File: config.mk
export PLATFORM = sky130hd
export DESIGN_NAME = uart_rx_param
export DESIGN_NICKNAME = d
export VERILOG_FILES = /design/src/rtl/uart_pkg.sv /design/src/rtl/uart_rx_fifo.sv /design/src/rtl/uart_rx_param.sv
export SDC_FILE = /design/constraint.sdc
export NUM_CORES = 1
export LEC_CHECK = 0
export ABC_AREA = 1
export BUFFER_PORTS_ARGS = -buffer_cell sky130_fd_sc_hd__buf_2
export CORE_UTILIZATION = 55
export DETAILED_ROUTE_END_ITERATION = 6
export PLACE_DENSITY_LB_ADDON = 0.15
export SLEW_MARGIN = 20
export SYNTH_ARGS = -nofsm -noshare
export SYNTH_HDL_FRONTEND = slang
export SYNTH_SLANG_ARGS = --single-unit
File: constraint.sdc
create_clock -name clk -period 6.02 [get_ports clk]
set_input_delay 0.903 -clock clk [delete_from_list [all_inputs] [get_ports clk]]
set_output_delay 0.903 -clock clk [all_outputs]
set_load 0.01 [all_outputs]
File: src/rtl/uart_pkg.sv
// Shared constants for the parameterised UART receiver: parity modes and the
// receive FSM state encoding.
package uart_pkg;

    localparam int PAR_NONE = 0;
    localparam int PAR_ODD  = 1;
    localparam int PAR_EVEN = 2;

    typedef enum logic [2:0] {
        ST_IDLE      = 3'd0,
        ST_START     = 3'd1,
        ST_DATA      = 3'd2,
        ST_PARITY    = 3'd3,
        ST_STOP      = 3'd4,
        ST_WAIT_IDLE = 3'd5
    } rx_state_t;

endpackage

File: src/rtl/uart_rx_fifo.sv
// First-word-fall-through receive FIFO; a push while full is only accepted
// when a pop happens in the same cycle.
module uart_rx_fifo #(
    parameter int WIDTH = 9,
    parameter int DEPTH = 4
) (
    input  logic                       clk,
    input  logic                       rst_n,
    input  logic                       i_push,
    input  logic [WIDTH-1:0]           i_data,
    input  logic                       i_pop,
    output logic [WIDTH-1:0]           o_data,
    output logic                       o_empty,
    output logic                       o_full,
    output logic [$clog2(DEPTH):0]     o_count
);
    localparam int AW = $clog2(DEPTH);

    logic [WIDTH-1:0] r_mem [DEPTH];
    logic [AW-1:0]    r_wr_ptr;
    logic [AW-1:0]    r_rd_ptr;
    logic [AW:0]      r_count;
    logic             w_wr_en;
    logic             w_rd_en;

    assign o_empty = (r_count == '0);
    assign o_full  = (r_count == (AW+1)'(DEPTH));
    assign o_count = r_count;
    assign o_data  = r_mem[r_rd_ptr];
    assign w_rd_en = i_pop & ~o_empty;
    assign w_wr_en = i_push & (~o_full | w_rd_en);

    always_ff @(posedge clk or negedge rst_n) begin
        if (!rst_n) begin
            r_wr_ptr <= '0;
            r_rd_ptr <= '0;
            r_count  <= '0;
            for (int i = 0; i < DEPTH; i++) r_mem[i] <= '0;
        end else begin
            if (w_wr_en) begin
                r_mem[r_wr_ptr] <= i_data;
                r_wr_ptr        <= r_wr_ptr + 1'b1;
            end
            if (w_rd_en) r_rd_ptr <= r_rd_ptr + 1'b1;
            case ({w_wr_en, w_rd_en})
                2'b10:   r_count <= r_count + 1'b1;
                2'b01:   r_count <= r_count - 1'b1;
                default: r_count <= r_count;
            endcase
        end
    end

endmodule

File: src/rtl/uart_rx_param.sv
// Parameterised UART receiver: majority-vote bit sampling, optional parity,
// 1/2 stop bits, break/framing detection and a small receive FIFO.
module uart_rx_param
    import uart_pkg::*;
#(
    parameter int CLKS_PER_BIT = 16,
    parameter int DATA_BITS    = 8,
    parameter int PARITY       = 0,
    parameter int STOP_BITS    = 1,
    parameter int FIFO_DEPTH   = 4
) (
    input  logic                 clk,
    input  logic                 rst_n,
    input  logic                 i_rx,
    output logic [DATA_BITS-1:0] m_data,
    output logic                 m_perr,
    output logic                 m_valid,
    input  logic                 m_ready,
    output logic                 frame_err,
    output logic                 break_det,
    output logic                 overrun,
    output logic                 busy
);
    localparam int CW = $clog2(CLKS_PER_BIT);
    localparam logic [CW-1:0] C_LAST = CW'(CLKS_PER_BIT - 1);
    localparam logic [CW-1:0] C_HM1  = CW'(CLKS_PER_BIT / 2 - 1);
    localparam logic [CW-1:0] C_H    = CW'(CLKS_PER_BIT / 2);
    localparam logic [CW-1:0] C_HP1  = CW'(CLKS_PER_BIT / 2 + 1);
    localparam logic [3:0]    C_DLAST = 4'(DATA_BITS - 1);
    localparam logic [3:0]    C_SLAST = 4'(STOP_BITS - 1);

    rx_state_t            r_state;
    logic                 r_sync1, r_sync2;
    logic [CW-1:0]        r_cnt;
    logic [3:0]           r_idx;
    logic                 r_s0, r_s1;
    logic [DATA_BITS-1:0] r_shift;
    logic                 r_par, r_perr, r_any1, r_stop_err;
    logic                 r_push, r_ferr, r_brk, r_overrun;
    logic [DATA_BITS:0]   r_push_data;
    logic                 w_rx_s, w_maj, w_any1_f, w_stop_bad_f;
    logic                 w_pop, w_empty, w_full;
    logic [DATA_BITS:0]   w_head;
    logic [$clog2(FIFO_DEPTH):0] w_count;

    assign w_rx_s       = r_sync2;
    assign w_maj        = (r_s0 & r_s1) | (r_s0 & w_rx_s) | (r_s1 & w_rx_s);
    assign w_any1_f     = r_any1 | w_maj;
    assign w_stop_bad_f = r_stop_err | ~w_maj;

    // Consumer handshake: the head entry transfers on every cycle where
    // m_valid and m_ready are both high; m_data/m_perr hold until then.
    assign w_pop     = m_valid & m_ready;
    assign m_valid   = ~w_empty;
    assign m_data    = w_head[DATA_BITS-1:0];
    assign m_perr    = w_head[DATA_BITS];
    assign frame_err = r_ferr;
    assign break_det = r_brk;
    assign overrun   = r_overrun;
    assign busy      = (r_state != ST_IDLE);

    always_ff @(posedge clk or negedge rst_n) begin
        if (!rst_n) begin
            r_sync1 <= 1'b1;
            r_sync2 <= 1'b1;
        end else begin
            r_sync1 <= i_rx;
            r_sync2 <= r_sync1;
        end
    end

    always_ff @(posedge clk or negedge rst_n) begin
        if (!rst_n) begin
            r_state     <= ST_IDLE;
            r_cnt       <= '0;
            r_idx       <= '0;
            r_s0        <= 1'b1;
            r_s1        <= 1'b1;
            r_shift     <= '0;
            r_par       <= 1'b0;
            r_perr      <= 1'b0;
            r_any1      <= 1'b0;
            r_stop_err  <= 1'b0;
            r_push      <= 1'b0;
            r_push_data <= '0;
            r_ferr      <= 1'b0;
            r_brk       <= 1'b0;
        end else begin
            r_push <= 1'b0;
            r_ferr <= 1'b0;
            r_brk  <= 1'b0;
            case (r_state)
                ST_START, ST_DATA, ST_PARITY, ST_STOP: begin
                    r_cnt <= (r_cnt == C_LAST) ? '0 : r_cnt + 1'b1;
                    if (r_cnt == C_HM1) r_s0 <= w_rx_s;
                    if (r_cnt == C_H)   r_s1 <= w_rx_s;
                    if (r_cnt == C_HP1) begin
                        case (r_state)
                            ST_START: if (w_maj) begin
                                r_state <= ST_IDLE;
                                r_cnt   <= '0;
                            end
                            ST_DATA: begin
                                r_shift <= {w_maj, r_shift[DATA_BITS-1:1]};
                                r_par   <= r_par ^ w_maj;
                                r_any1  <= r_any1 | w_maj;
                            end
                            ST_PARITY: begin
                                r_perr <= (PARITY == PAR_ODD) ? ~(r_par ^ w_maj) : (r_par ^ w_maj);
                                r_any1 <= r_any1 | w_maj;
                            end
                            default: begin
                                if (r_idx == C_SLAST) begin
                                    // Last stop bit resolved: the frame ends here, mid-bit.
                                    r_cnt <= '0;
                                    if (!w_any1_f) begin
                                        r_brk   <= 1'b1;
                                        r_state <= ST_WAIT_IDLE;
                                    end else if (w_stop_bad_f) begin
                                        r_ferr  <= 1'b1;
                                        r_state <= ST_WAIT_IDLE;
                                    end else begin
                                        r_push      <= 1'b1;
                                        r_push_data <= {r_perr, r_shift};
                                        r_state     <= ST_IDLE;
                                    end
                                end else begin
                                    r_stop_err <= r_stop_err | ~w_maj;
                                    r_any1     <= r_any1 | w_maj;
                                end
                            end
                        endcase
                    end
                    if (r_cnt == C_LAST) begin
                        case (r_state)
                            ST_START: begin
                                r_state <= ST_DATA;
                                r_idx   <= '0;
                            end
                            ST_DATA: begin
                                if (r_idx == C_DLAST) begin
                                    r_idx   <= '0;
                                    r_state <= (PARITY != PAR_NONE) ? ST_PARITY : ST_STOP;
                                end else begin
                                    r_idx <= r_idx + 1'b1;
                                end
                            end
                            ST_PARITY: begin
                                r_state <= ST_STOP;
                                r_idx   <= '0;
                            end
                            default: r_idx <= r_idx + 1'b1;
                        endcase
                    end
                end
                ST_WAIT_IDLE: begin
                    if (!w_rx_s) begin
                        r_cnt <= '0;
                    end else if (r_cnt == C_LAST) begin
                        r_cnt   <= '0;
                        r_state <= ST_IDLE;
                    end else begin
                        r_cnt <= r_cnt + 1'b1;
                    end
                end
                default: begin
                    if (!w_rx_s) begin
                        r_state    <= ST_START;
                        r_cnt      <= '0;
                        r_idx      <= '0;
                        r_par      <= 1'b0;
                        r_perr     <= 1'b0;
                        r_any1     <= 1'b0;
                        r_stop_err <= 1'b0;
                    end
                end
            endcase
        end
    end

    always_ff @(posedge clk or negedge rst_n) begin
        if (!rst_n) r_overrun <= 1'b0;
        else        r_overrun <= r_push & w_full & ~w_pop;
    end

    uart_rx_fifo #(
        .WIDTH (DATA_BITS + 1),
        .DEPTH (FIFO_DEPTH)
    ) u_fifo (
        .clk     (clk),
        .rst_n   (rst_n),
        .i_push  (r_push),
        .i_data  (r_push_data),
        .i_pop   (w_pop),
        .o_data  (w_head),
        .o_empty (w_empty),
        .o_full  (w_full),
        .o_count (w_count)
    );

endmodule

==> impl_metrics.tcl, run 1 <==
set metrics [dict create \
    wirelength_um 7650 \
    power_density_nw_per_um2 408 \
    final_core_util_pct 62.0 \
    place_area_um2 4320 \
    drive_above_1_share_pct 23.0 \
    crit_path_end_kind "output port" \
    status "finished, final reports clean" \
    maxUsedRoutingLayer "met4" \
    whs_ns 0.360 \
    num_vias 2973 \
    synth.largest_area_cell "dfrtp_1" \
    netlist_area_um2 4160 \
    portBuffers 17 \
    fin_skew_ns 0.0133 \
    setup_violations 0 \
    finish.instance_area_um2 4520 \
    die_w_um 88.9 \
    hold_depth 0 \
    hold_viol 0 \
    critPathLaunchType "flop" \
    cts_tree "built" \
    tightestPinTransition_ns 0.729 \
    ys_top_cells_by_count "nand2_1, dfrtp_1, inv_1" \
    synth_warnings 0 \
    worst_ep_required_time_ns 5.12 \
    area_delta_synth_final_pct 8.85 \
    antenna_found_initial 0 \
    grt_start_max_net_pins 84 \
    peakVddDrop_v 0.000199 \
    io_pins 18 \
    gp_congestion 0.873 \
    clkTransAtPathRegs_ns 0.09 \
    dp_hpwl_um 5380 \
    leakage_nw 2.22 \
    critical_path_class "flop to output port" \
    setup_tns_ns 0 \
    min_path_type "flop to flop" \
    arrival_ns 2.05 \
    rsz0062_at_grt "no" \
    fin_nets 471 \
    async_reset_ff_share_pct 100 \
    post-route-period-util_pct 49.0 \
    ys.flop_type "dfrtp_1" \
    drtPass1Iterations 6 \
    synth-edff-count 0 \
    fmaxAchievable_ghz 0.339 \
    wl_met2_um 3470 \
    ys_types 32 \
    clock_latency_ns 0.34 \
    synth_most_common_cell "nand2_1" \
    cts_hold_buf 0 \
    die-area_um2 7910 \
    synth_top_area_share_pct 47.6 \
    placementRows 31 \
    synthesis.nets 450 \
    clock-sinks 83 \
    vias_per_cell 5.31 \
    synth_seq_area_share_pct 50.1 \
    die_h_um 88.9 \
    cts_setup_buffers 0 \
    slew_violations 0 \
    critPathMaxFanout 21 \
    ant_nets 0 \
    rr_worst_depth 9 \
    grt_first_pass_wirelength_um 12900 \
    cts_buffers 9 \
    cap_violations 0 \
    min_period_ns 2.95 \
    yosys-top-cells-area "dfrtp_1, mux2_2, nand2_1" \
    start_util_pct 57.0 \
    fp.coreArea_um2 7290 \
    grt_use_total_pct 21.5 \
    grt_overflow 0 \
    cts_resized 0 \
    syn-instance-count 435 \
    slew_headroom_pct 51.4 \
    cts_max_path_buffers 2 \
    grt_pass1_vias 2806 \
    route.detailed.drc 0 \
    synth.avg_cell_area_um2 9.55 \
    drt-initial-drc-count 125 \
    diodes 0 \
    root_buffer "clkbuf_8" \
    route.layer.met1.wl_um 3740 \
    ys_ff_latch 83 \
    wl_met3_um 291 \
    power.total_w 0.00185 \
    wl_per_cell_um 13.7 \
    cts_htree_levels 3 \
]
-- worst max-delay path: stages, from the launching register on --
cell and delay, ns:
dfrtp_1 0.74, inv_1 0.42, o21ai_0 0.29, o22ai_1 0.10, buf_2 0.15
-- cells in the final DEF, fill, tap and decap left out, types with 2 or more instances in the layout --
cell      netlist  routed
inv_6           0       2
buf_2           0      16
nand2_2         2       2
nor2_1         35      35
nand4_1         2       2
o21ai_2        10      10
clkbuf_8        0      10
xor2_1          6       6
nor2_4          8       8
dfrtp_1        79      79
o21ai_0        41      41
dfstp_2         4       4
nand2_1        81      81
mux2_1          3       3
o21ai_1         2       2
o22ai_1         9       9
inv_1          48      48
nand3_1        21      21
mux2_2         33      33
inv_2           4       4
a21oi_1        11      11
nand3_2         2       2
nand2_4         3       3
ha_1           10      10
nor2_2          6       6
-- metal layers --
metal,GRT usage [%],up-vias
li1,-,1470
met1,29.1,1422
met2,34.3,68
met3,3.88,13
met4,8.80,0
met5,0,-
-- cell type report --
type,instances,area [um^2]
Sequential cell,83,2080
Tap cell,99,124
Clock inverter,5,60.1
Fill cell,653,2770
Clock buffer,11,141
Inverter,53,199
Timing Repair Buffer,17,91.3
Multi-Input combinational cell,292,1830
-- cells by family (layout without fill, tap and decap cells) --
kind of cell    after synthesis  in the layout  synth area share [%]
xor+xnor                      7              7                  1.48
compound gates               76             76                  10.5
mux                          36             36                  9.76
buf+inv                      60             86                  5.96
fa+ha+maj                    11             11                  3.49
flops                        83             83                  50.1
simple gates                162            162                  18.7
-- registers in the layout, summed over array words and instances, names as in the netlist, 2 cells and up --
register         flops
r_shift              8
u_fifo.r_rd_ptr      2
r_state              3
r_push_data          9
r_cnt                4
u_fifo.r_mem        36
u_fifo.o_count       3
r_idx                4
u_fifo.r_wr_ptr      2
-- stage by stage --
step | std cells | setup slack [ns]
floorplan | 435 | 3.63
detailed placement | 544 | 3.36
global placement | 544 | 3.41
global route | 560 | 2.82
finish | 560 | 3.07
CTS | 560 | 3.06
-- power by group --
part	total (W)	switching (W)	leakage, nW	internal, W
Combinational	0.000710	0.000460	1.02	0.000250
Sequential	0.000730	0.0000938	1.11	0.000636
Clock	0.000406	0.000201	0.100	0.000206
-- final timing paths --
path	endpoint	slack (ns)	startpoint
max reg2reg	u_fifo.o_count[2]	3.83	u_fifo.o_count[0]
max in group asynchronous	r_shift[0]	4.93	rst_n
max	m_data[1]	3.07	u_fifo.r_rd_ptr[0]
min	r_sync2	0.36	r_sync1
min in group asynchronous	r_stop_err	0.59	rst_n
min reg2reg	r_sync2	0.36	r_sync1
(Power assumes the default switching activity.)
==> run 2, diff against run 1 <==
==> constraint.sdc (replaced) <==
create_clock -name clk -period 2.65 [get_ports clk]
set_input_delay 0.3975 -clock clk [delete_from_list [all_inputs] [get_ports clk]]
set_output_delay 0.3975 -clock clk [all_outputs]
set_load 0.01 [all_outputs]
==> run 2 against run 1 <==
Net effect:
- count of clock-buffer cells in the layout down 1
- clock skew down 0.0040 ns
- routed wire length up 1.8%
- via count down 1.3%
- non-clock buffer count up 2
- worst setup slack worse by 2.6 ns
- die area unchanged
==> impl_metrics.tcl, run 2 (synthesis gave the netlist of run 1 again) <==
set metrics [dict create \
    drive_above_1_share_pct 23.5 \
    max_stage_delay_ns 0.56 \
    cts_max_path_buffers 2 \
    slew_headroom_pct 57.6 \
    route.detailed.drc 0 \
    critPathBufInv 2 \
    dp_hpwl_um 5330 \
    die-area_um2 7910 \
    top_regs "u_fifo.r_mem (36), r_push_data (9), r_shift (8)" \
    grt_start_max_net_pins 50 \
    post-route-period-util_pct 81.1 \
    area_delta_synth_final_pct 10.2 \
    largest_reg_flops 36 \
    status "finished, final reports clean" \
    final_cell_mix "nand2_1, dfrtp_1, inv_1" \
    grt_pass1_vias 2756 \
    drtPass1Iterations 5 \
    antenna_found_initial 0 \
    fin_skew_ns 0.00931 \
    crit_slowest_cell "dfrtp_1" \
    final_core_util_pct 62.8 \
    root_buffer "clkbuf_8" \
    crit_chain "clkinv_1, o21ai_0, o22ai_1, buf_2" \
    cap_violations 0 \
    wirelength_um 7780 \
    cts_htree_levels 3 \
    num_vias 2933 \
    critical_path_class "flop to output port" \
    vias_per_cell 5.22 \
    rsz0062_at_grt "no" \
    hold_viol 0 \
    cts_hold_buf 0 \
    p_sw_w 0.00177 \
    critPathMaxFanout 10 \
    fp.coreArea_um2 7290 \
    leakage_nw 2.25 \
    arrival_ns 1.75 \
    grt_overflow 0 \
    peakVddDrop_v 0.000567 \
    cts_tree "built" \
    tightestPinTransition_ns 0.636 \
    clkTransAtPathRegs_ns 0.09 \
    swShare_pct 40.6 \
    layout.cells.most_common "nand2_1" \
    placementRows 31 \
    power_frac_comb_pct 38.6 \
    wl_per_cell_um 13.8 \
    gp_congestion 0.859 \
    min_period_ns 2.15 \
    clkPwrFrac_pct 24.2 \
    multi_input_area_um2 1830 \
    fmaxAchievable_ghz 0.465 \
    setup_violations 0 \
    crit_path_end_kind "output port" \
    fin_nets 473 \
    cp_top_family "flip-flops" \
    regArea_um2 2080 \
    grt_use_total_pct 22.4 \
    cts_resized 0 \
    regMostFlops "u_fifo.r_mem" \
    die_w_um 88.9 \
    clock-sinks 83 \
    cts_setup_buffers 0 \
    worst_ep_required_time_ns 2.25 \
    diodes 0 \
    start_util_pct 57.0 \
    reg2reg_slack_ns 0.51 \
    die_h_um 88.9 \
    min_path_type "input pin to async pin" \
    power_density_nw_per_um2 954 \
    portBuffers 17 \
    grt_first_pass_wirelength_um 13200 \
    nFillCells 645 \
    critPathLaunchType "flop" \
    slew_violations 0 \
    io_pins 18 \
    cts_buffers 9 \
    clock_latency_ns 0.36 \
    drt-initial-drc-count 153 \
    setup_tns_ns 0 \
    pwr-share-seq_pct 37.2 \
    p_int_w 0.00259 \
    ant_nets 0 \
]
run 2: cell types whose count changed in the layout (fill, tap and decap cells not counted):
cell / change
buf_6: -1
buf_4: +2
bufinv_16: +1
buf_12: +1
inv_8: +1
clkinv_4: +1
inv_6: -1
clkbuf_1: -1
clkinv_2: -1
run 2: worst paths after layout:
path / from / endpoint / depth (start not counted)
worst max-delay path: u_fifo.r_rd_ptr[1] / m_data[2] / 4
worst min-delay path: rst_n / u_fifo.o_count[0] / 1
worst max register to register: u_fifo.o_count[1] / u_fifo.o_count[2] / 9
worst min register to register: r_sync1 / r_sync2 / 0
max in group asynchronous: rst_n / r_s1 / 2
min in group clk: i_rx / r_sync1 / 1
run 2: through the flow:
step | area (um^2) | instances | power [W] | setup WS [ns] | hold slack (ns)
2_1_floorplan | 4160 | 435 | 0.00290 | 0.664 | 0.102
3_3_place_gp | 4350 | 546 | 0.00329 | 0.595 | 0.346
3_5_place_dp | 4350 | 546 | 0.00334 | 0.498 | 0.347
4_1_cts | 4580 | 562 | 0.00440 | 0.487 | 0.0794
5_1_grt | 4580 | 562 | 0.00473 | 0.356 | 0.110
6_report | 4580 | 562 | 0.00437 | 0.502 | 0.0510
run 2: routing by layer:
layer  vias to the layer above  track usage (%)  share of wire (%)
li1                       1476                -                  -
met1                      1402             31.8                 50
met2                        53             35.1                 47
met3                         2             3.32                3.1
met4                         0             8.36               0.53
met5                         -                0                  0
run 2: power groups by stage:
stage	Clock, W	Sequential (W)	Combinational [W]
4_1_cts	0.00108	0.00162	0.00169
3_3_place_gp	0	0.00164	0.00165
6_report	0.00106	0.00162	0.00168
5_1_grt	0.00114	0.00165	0.00194
3_5_place_dp	0	0.00165	0.00169
2_1_floorplan	0	0.00159	0.00131
run 2: cell type report:
cell class	instances	share of cell area, %
clock buffers	10	3.01
clock inverters	6	2.10
inverters	53	4.34
multi-input cells	292	39.9
flip-flops and latches	83	45.5
well taps	99	2.70
repair buffers	19	2.51
==> run 3, diff against run 2 <==
==> constraint.sdc (replaced) <==
create_clock -name clk -period 2.1 [get_ports clk]
set_input_delay 0.315 -clock clk [delete_from_list [all_inputs] [get_ports clk]]
set_output_delay 0.315 -clock clk [all_outputs]
set_load 0.01 [all_outputs]
==> run 3 against run 2 <==
Net effect:
- die area did not move
- critical path depth grew 5
- clock skew up 0.0034 ns
- critical path type is now flop to flop
- clock power is 12% higher
- highest routed layer unchanged
- largest cell class unchanged
- non-clock buffer count up 6
- worst setup slack worse by 0.37 ns
- largest power group unchanged
- global-route usage barely moved
- sequential share of layout area shrank 0.39 points
- cell count increased by 1.1%
==> impl_metrics.tcl, run 3 (synthesis gave the netlist of run 1 again) <==
set metrics [dict create \
    status "finished, final reports clean" \
    dp_hpwl_um 5520 \
    portBuffers 17 \
    die-area_um2 7910 \
    cts_max_path_buffers 2 \
    critPathBufInv 1 \
    clock-sinks 83 \
    route.detailed.drc 0 \
    min_period_ns 1.97 \
    start_util_pct 57.0 \
    critical_path_class "flop to flop" \
    drt-initial-drc-count 138 \
    place_ws_ns 0.0520 \
    final_cell_mix "nand2_1, dfrtp_1, inv_1" \
    area_delta_synth_final_pct 11.2 \
    setup_slack_ns 0.134 \
    ant_nets 0 \
    fin_nets 479 \
    gp_congestion 0.845 \
    peakVddDrop_v 0.000671 \
    fp.coreArea_um2 7290 \
    antenna_found_initial 0 \
    crit_slowest_cell "dfrtp_1" \
    clock_latency_ns 0.35 \
    rsz0062_at_grt "no" \
    fin_skew_ns 0.0127 \
    post-route-period-util_pct 93.6 \
    critPathLaunchType "flop" \
    busiest_layer "met2" \
    arrival_ns 2.19 \
    wirelength_um 7860 \
    setup_tns_ns 0 \
    max_stage_delay_ns 0.43 \
    die_h_um 88.9 \
    regArea_um2 2080 \
    nFillCells 648 \
    crit_path_end_kind "flop" \
    worst_ep_required_time_ns 2.32 \
    grt_use_total_pct 22.4 \
    io_pins 18 \
    num_vias 2975 \
    cts_htree_levels 3 \
    vias_per_cell 5.24 \
    tightestPinTransition_ns 0.556 \
    grt_start_max_net_pins 44 \
    multi_input_area_um2 1840 \
    leakage_nw 2.26 \
    hold_viol 0 \
    grt_pass1_vias 2812 \
    grt_use_met2_pct 35.4 \
    cts_buffers 9 \
    clkTransAtPathRegs_ns 0.09 \
    setup_violations 0 \
    cts_tree "built" \
    crit_chain "nor2_4, nand3_2, nand2_4, ha_1, inv_1, fa_1, a21oi_1, o21ai_0, xor2_1" \
    placementRows 31 \
    grt_overflow 0 \
    fmaxAchievable_ghz 0.509 \
    drive_above_1_share_pct 25.2 \
    regMostFlops "u_fifo.r_mem" \
    slew_headroom_pct 62.9 \
    critPathMaxFanout 3 \
    diodes 0 \
    cap_violations 0 \
    die_w_um 88.9 \
    use_met3_pct 3.97 \
    wl_per_cell_um 13.8 \
    root_buffer "clkbuf_8" \
    cp_top_family "adder cells" \
    drtPass1Iterations 4 \
    power_density_nw_per_um2 1180 \
    cts_setup_buffers 0 \
    top_regs "u_fifo.r_mem (36), r_push_data (9), r_shift (8)" \
    min_path_type "input pin to flop" \
    slew_violations 0 \
    grt_first_pass_wirelength_um 13300 \
    largest_reg_flops 36 \
    met1_usage_pct 31.1 \
    layout.cells.most_common "nand2_1" \
]
run 3: metal layers:
layer  vias to the layer above  share of wire [%]
met5                         -                  0
met4                         0                1.1
met3                         5                2.2
met2                        38                 47
met1                      1452                 50
li1                       1480                  -
run 3: stage by stage:
stage                     cell area, um^2  utilization [%]  std cells  hold slack (ns)  power [W]
after floorplan                      4160                -        435           0.0194    0.00366
after global placement               4380             60.1        551            0.346    0.00420
after detailed placement             4380             60.1        551            0.350    0.00425
after CTS                            4600             63.1        568           0.0427    0.00544
after global routing                 4620             63.3        568           0.0402    0.00590
final                                4620             63.3        568           0.0607    0.00545
run 3: final timing paths:
path	start	end	slack, ns	depth (start not counted)
worst max-delay path	u_fifo.o_count[1]	u_fifo.o_count[2]	0.13	9
min in group asynchronous	rst_n	u_fifo.o_count[1]	0.49	2
worst min-delay path	i_rx	r_sync1	0.06	1
max in group asynchronous	rst_n	u_fifo.r_mem[2]	0.98	3
worst max register to register	u_fifo.o_count[1]	u_fifo.o_count[2]	0.13	9
worst min register to register	r_sync1	r_sync2	0.36	0
run 3: area by class of cell:
class                   count  area share (%)
flip-flops and latches     83            45.1
multi-input cells         292            39.9
clock inverters             7            1.79
inverters                  53            4.39
repair buffers             25            3.52
clock buffers               9            2.68
well taps                  99            2.68
run 3: power breakdown:
group          leakage (nW)  total [W]  switching [W]  internal [W]
registers              1.11    0.00204       0.000218       0.00183
logic                  1.05    0.00222        0.00144      0.000776
clock network        0.0984    0.00119       0.000617      0.000568
total                  2.26    0.00545        0.00228       0.00317
run 3: timing repair:
item | CTS | global route
resized for setup | 0 | 5
hold buffers | 1 | 0
endpoints found under the hold margin | 37 | 0
endpoints found under the setup margin | 0 | 3
